==> config.mk <==
export PLATFORM = sky130hd
export DESIGN_NAME = sw_pio_poller
export DESIGN_NICKNAME = d
export VERILOG_FILES = /design/src/rtl/sw_pio_poller.sv
export SDC_FILE = /design/constraint.sdc
export NUM_CORES = 1
export LEC_CHECK = 0
export CAP_MARGIN = 0
export CORE_MARGIN = 2
export CORE_UTILIZATION = 39
export DETAILED_ROUTE_END_ITERATION = 8
export GPL_TIMING_DRIVEN = 1
export PLACE_DENSITY = 0.75
export SLEW_MARGIN = 20
export SYNTH_ARGS = -nofsm -noshare
export SYNTH_HDL_FRONTEND = slang
export SYNTH_SLANG_ARGS = --single-unit
==> constraint.sdc <==
create_clock -name clk -period 1.84 [get_ports clk]
set_clock_uncertainty 0.05 [all_clocks]
set_input_delay 0.46 -clock clk [delete_from_list [all_inputs] [get_ports clk]]
set_output_delay 0.46 -clock clk [all_outputs]
set_load 0.005 [all_outputs]
==> src/rtl/sw_pio_poller.sv <==
// sw_pio_poller: Avalon-MM initiator that polls a switch PIO edge-capture
// register, clears pending edges, reads the live switch levels and hands
// one event per poll to the effect-select logic over a valid/ready stream.
module sw_pio_poller #(
    parameter int WIDTH         = 10,
    parameter int POLL_INTERVAL = 1000
) (
    input  logic             clk,
    input  logic             reset,
    output logic [1:0]       avm_address,
    output logic             avm_chipselect,
    output logic             avm_write_n,
    output logic [31:0]      avm_writedata,
    input  logic [31:0]      avm_readdata,
    output logic             event_valid,
    input  logic             event_ready,
    output logic [WIDTH-1:0] event_data,
    output logic [WIDTH-1:0] event_edges,
    output logic [15:0]      event_count
);

    localparam int             CW          = $clog2(POLL_INTERVAL);
    localparam logic [CW-1:0]  RELOAD      = CW'(POLL_INTERVAL - 1);
    localparam logic [1:0]     ADDR_DATA   = 2'd0;
    localparam logic [1:0]     ADDR_EDGE   = 2'd3;

    typedef enum logic [2:0] {
        IDLE,
        RD_EDGE,
        WAIT_EDGE,
        CLR,
        RD_DATA,
        WAIT_DATA,
        OUT
    } state_t;

    state_t            state_reg, state_next;
    logic [CW-1:0]     count_reg, count_next;

    logic [1:0]        address_reg, address_next;
    logic              chipselect_reg, chipselect_next;
    logic              write_n_reg, write_n_next;
    logic [31:0]       writedata_reg, writedata_next;
    logic              valid_reg, valid_next;
    logic [WIDTH-1:0]  data_reg, data_next;
    logic [WIDTH-1:0]  edges_reg, edges_next;
    logic [15:0]       evcount_reg, evcount_next;

    // Only the low WIDTH bits of the slave response carry switch information.
    logic [WIDTH-1:0]  sample;
    assign sample = avm_readdata[WIDTH-1:0];

    // Next-state, poll counter and event capture; bus outputs are decoded
    // from the next state so they appear registered in the matching state.
    always_comb begin
        state_next      = state_reg;
        count_next      = count_reg;
        data_next       = data_reg;
        edges_next      = edges_reg;
        evcount_next    = evcount_reg;
        address_next    = ADDR_DATA;
        chipselect_next = 1'b0;
        write_n_next    = 1'b1;
        writedata_next  = 32'h0000_0000;
        valid_next      = 1'b0;

        case (state_reg)
            IDLE: begin
                if (count_reg == '0) begin
                    state_next = RD_EDGE;
                end else begin
                    count_next = count_reg - 1'b1;
                end
            end
            RD_EDGE: begin
                state_next = WAIT_EDGE;
            end
            WAIT_EDGE: begin
                if (sample == '0) begin
                    state_next = IDLE;
                end else begin
                    edges_next = sample;
                    state_next = CLR;
                end
            end
            CLR: begin
                state_next = RD_DATA;
            end
            RD_DATA: begin
                state_next = WAIT_DATA;
            end
            WAIT_DATA: begin
                data_next  = sample;
                state_next = OUT;
            end
            OUT: begin
                // Polling stays suspended while the consumer stalls; the PIO
                // keeps OR-ing new edges so they show up on the next poll.
                if (valid_reg && event_ready) begin
                    evcount_next = evcount_reg + 16'd1;
                    state_next   = IDLE;
                end
            end
            default: begin
                state_next = IDLE;
            end
        endcase

        // The counter only runs in IDLE; everywhere else it sits at the
        // reload value so every entry into IDLE starts a full interval.
        if (state_reg != IDLE) begin
            count_next = RELOAD;
        end

        case (state_next)
            RD_EDGE: begin
                chipselect_next = 1'b1;
                address_next    = ADDR_EDGE;
            end
            WAIT_EDGE: begin
                address_next    = ADDR_EDGE;
            end
            CLR: begin
                chipselect_next = 1'b1;
                write_n_next    = 1'b0;
                address_next    = ADDR_EDGE;
                writedata_next  = 32'hFFFF_FFFF;
            end
            RD_DATA: begin
                chipselect_next = 1'b1;
                address_next    = ADDR_DATA;
            end
            WAIT_DATA: begin
                address_next    = ADDR_DATA;
            end
            OUT: begin
                valid_next      = 1'b1;
            end
            default: begin
                address_next    = ADDR_DATA;
            end
        endcase
    end

    // State and poll counter registers.
    always_ff @(posedge clk or posedge reset) begin
        if (reset) begin
            state_reg <= IDLE;
            count_reg <= RELOAD;
        end else begin
            state_reg <= state_next;
            count_reg <= count_next;
        end
    end

    // Registered bus strobes and event stream outputs.
    always_ff @(posedge clk or posedge reset) begin
        if (reset) begin
            address_reg    <= ADDR_DATA;
            chipselect_reg <= 1'b0;
            write_n_reg    <= 1'b1;
            writedata_reg  <= 32'h0000_0000;
            valid_reg      <= 1'b0;
            data_reg       <= '0;
            edges_reg      <= '0;
            evcount_reg    <= 16'd0;
        end else begin
            address_reg    <= address_next;
            chipselect_reg <= chipselect_next;
            write_n_reg    <= write_n_next;
            writedata_reg  <= writedata_next;
            valid_reg      <= valid_next;
            data_reg       <= data_next;
            edges_reg      <= edges_next;
            evcount_reg    <= evcount_next;
        end
    end

    assign avm_address    = address_reg;
    assign avm_chipselect = chipselect_reg;
    assign avm_write_n    = write_n_reg;
    assign avm_writedata  = writedata_reg;
    assign event_valid    = valid_reg;
    assign event_data     = data_reg;
    assign event_edges    = edges_reg;
    assign event_count    = evcount_reg;

endmodule

==> results.md <==
* HP Class: in2reg
* Syn nets at 261
* Sw power at 1.40 mW
* Vias per cell at 5.10
* PwrDens at 1230 nW/um^2
* Final ANT Viol Nets at 0
* Seq/Total Area, Yosys at 0.526
* Die footprint at 7310 sq um
* Clock Path Buffers at 2
* Port Buf Inserts at 85
* Clk slew on worst S/H paths at 100 ps
* Worst EP arrival at 1280 ps
* CTS Hold Bufs at 0
* Initial core utilization at 0.405
* Cells after Synth at 224
* Post-synth top area cell: dfrtp_1
* Pleak at 1.67 nW
* Post-synth top flop: dfrtp_1
* Most numerous cell in the Yosys netlist: dfrtp_1
* Cell area after synthesis at 2590 sq um
* Power share of the sequential group at 0.401
* Placer congestion estimate at 0.807
* Syn_area_per_cell at 11.6 sq um
* Rel. slew slack at 0.676
* Largest net degree at the start of global routing at 55
* Crit Path Class: reg2out
* Fin crit share at 0.973
* Crit-path cells: clkdlybuf4s50_1
* Crit-path max FO at 5
* Asr flop ratio synth at 1.00
* Maxcap violations at 0
* Slowest CP cell: clkdlybuf4s50_1
* Post-synth EDFFs at 0
* Crit end category: output port
* Setup TNS Final at 0 ps
* Yosys reg bits at 54
* Crit path time final at 1790 ps
* First-pass GRT wire length at 8.83 mm
* Status: completed
* Routed wire length at 5.31 mm
* Fin nets at 349
* Worst slew pin tran at 485 ps
* Clk sinks at 54
* Number of CTS-inserted buffers at 5
* Achievable Freq at 559 MHz
* Dpl ws at -408 ps
* Clk pwr share at 0.144
* Synth cell types at 46
* Critical Path RT at 1330 ps
* Hold Violations, Final at 0
* Top delay family on crit path: buffers and inverters
* Top post-synthesis cells by count: dfrtp_1 (45), buf_4 (33), xnor2_1 (13)
* Crit path depth at 1
* Syn-to-layout area delta at 40.8%
* GRT Resource Usage Total at 0.148
* Final setup fails at 0
* Switching share of total power at 0.312
* H-tree Lvls at 2
* Peak supply drop at 0.856 mV
* Yosys warns at 0
* Crit path launch: event_count[0]$_DFFE_PP0P_
* Total power at 4.49 mW
* DRT iter0 DRCs at 88
* Layout cells sized above 1 at 0.244
* Slew Limit Fails at 0
* Critical Path Max Stage Delay at 530 ps
* DRT Pass-1 Iters at 5
* Clk root buf: clkbuf_8
* FF-to-FF setup slack at 60 ps
* DRC Markers at 0
* Comb power frac at 0.454
* Layout Utilization at 0.571
* CTS tree: done
* # IOs at 108
* Worst R2R Path Depth at 7
* # rows at 29
* Crit path capture: event_count[0]
* Internal power at 3.09 mW
* Yosys top cell area share at 0.435
* Die height at 85.5 um
* ANT cells at 0
* Worst-Skew Late Latency at 300 ps
* DIE WIDTH at 85.5 um
* Largest register FFs at 16
* Final worst setup slack at 50.6 ps
* Core area at 6390 sq um
* Vias at 1984
* RR Endpoint: count_reg[7]$_DFFE_PP1P_
* Reg2Reg Launch Point: count_reg[0]$_DFFE_PP1P_
* Vias in the first global route at 1869
* Worst Path Buf+Inv at 1
* Dominant cells by area after synthesis: dfrtp_1 (43%), buf_4 (9.6%), dfstp_2 (9.1%)
* Hpwl dp at 3.81 mm
* Startpoint types: register
* Initial antenna violation count at 0
* DR WL/cell at 13.6 um
* GRT overflow at 0
==> area by class of cell <==
type                            count  area [sq um]
Fill cell                         563          2740
Sequential cell                    54          1370
Timing Repair Buffer              114          1070
Multi-Input combinational cell    129          1000
Tap cell                           77          96.3
Clock buffer                        5          68.8
Inverter                            8          30.0
Clock inverter                      2          13.8
==> cells by family after synthesis <==
family | count (synthesis) | share of synthesized area
xor+xnor | 17 | 0.0575
fa+ha+maj | 2 | 0.00966
buf+inv | 42 | 0.109
simple gates | 62 | 0.138
compound gates | 27 | 0.0730
mux | 20 | 0.0865
flops | 54 | 0.526
==> per-stage QoR <==
step | instances | hold WS [ps] | area [sq um]
after global placement | 380 | 412 | 3520
after CTS | 387 | 434 | 3590
after floorplan | 224 | 418 | 2590
after global routing | 389 | 440 | 3650
after detailed placement | 380 | 415 | 3520
final | 389 | 417 | 3650
==> layout by cell type (no fill, tap or decap), types with 2 or more instances in the layout <==
cell and n:
a21oi_1 7, a22o_1 2, and2_1 2, and3_1 5, buf_12 2, buf_4 26
clkbuf_8 5, clkdlybuf4s50_1 48, dfrtp_1 40, dfrtp_2 5, dfstp_2 9, dlygate4sd2_1 33
dlymetal6s2s_1 4, ha_1 2, inv_1 6, inv_2 2, mux2_1 8, mux2_2 9
mux2_4 2, nand2_1 11, nand2b_1 2, nand3_1 7, nand4_1 7, nor2_1 11
nor3_1 4, nor4_2 3, o21ai_0 2, o21ai_1 5, or4_4 2, xnor2_1 13
xor2_1 4
==> layer usage <==
| metal | share of wire | track usage | vias up |
|---|---|---|---|
| met2 | 0.47 | 0.243 | 84 |
| met5 | 0 | 0 | - |
| met1 | 0.44 | 0.198 | 961 |
| li1 | - | - | 936 |
| met3 | 0.086 | 0.0428 | 3 |
| met4 | 0.0036 | 0.0289 | 0 |
==> worst register-to-register path, cell delays in order, from the launching register on <==
cell	delay (ps)
dfstp_2	400
inv_1	60
ha_1	150
or3b_4	400
buf_4	160
nor3_1	270
buf_4	180
o31ai_2	60
==> power by group through the flow <==
stage,sequential (mW),clock [mW],combinational [mW]
floorplan,1.84,0,1.13
global route,1.85,0.707,2.24
detailed placement,1.81,0,2.25
finish,1.80,0.647,2.04
global placement,1.80,0,2.21
CTS,1.80,0.671,2.05
==> repair_timing <==
item / in CTS / in global routing
pin swaps: 1 / 2
hold endpoints to repair: 0 / 0
gates resized for setup: 38 / 13
endpoints found under the setup margin: 42 / 16
cloned: 0 / 1
setup buffers: 0 / 1
==> worst min path at each step <==
stage	startpoint	slack, ps	end	cells past startpoint
final	avm_readdata[8]	420	event_data[8]$_DFFE_PP0N_	2
after global routing	event_count[15]$_DFFE_PP0P_	440	event_count[15]$_DFFE_PP0P_	1
after CTS	event_count[15]$_DFFE_PP0P_	430	event_count[15]$_DFFE_PP0P_	1
after detailed placement	event_count[15]$_DFFE_PP0P_	410	event_count[15]$_DFFE_PP0P_	1
after global placement	event_count[15]$_DFFE_PP0P_	410	event_count[15]$_DFFE_PP0P_	1
after floorplan	event_count[15]$_DFFE_PP0P_	420	event_count[15]$_DFFE_PP0P_	1
Power figures use the tool's default switching activity.
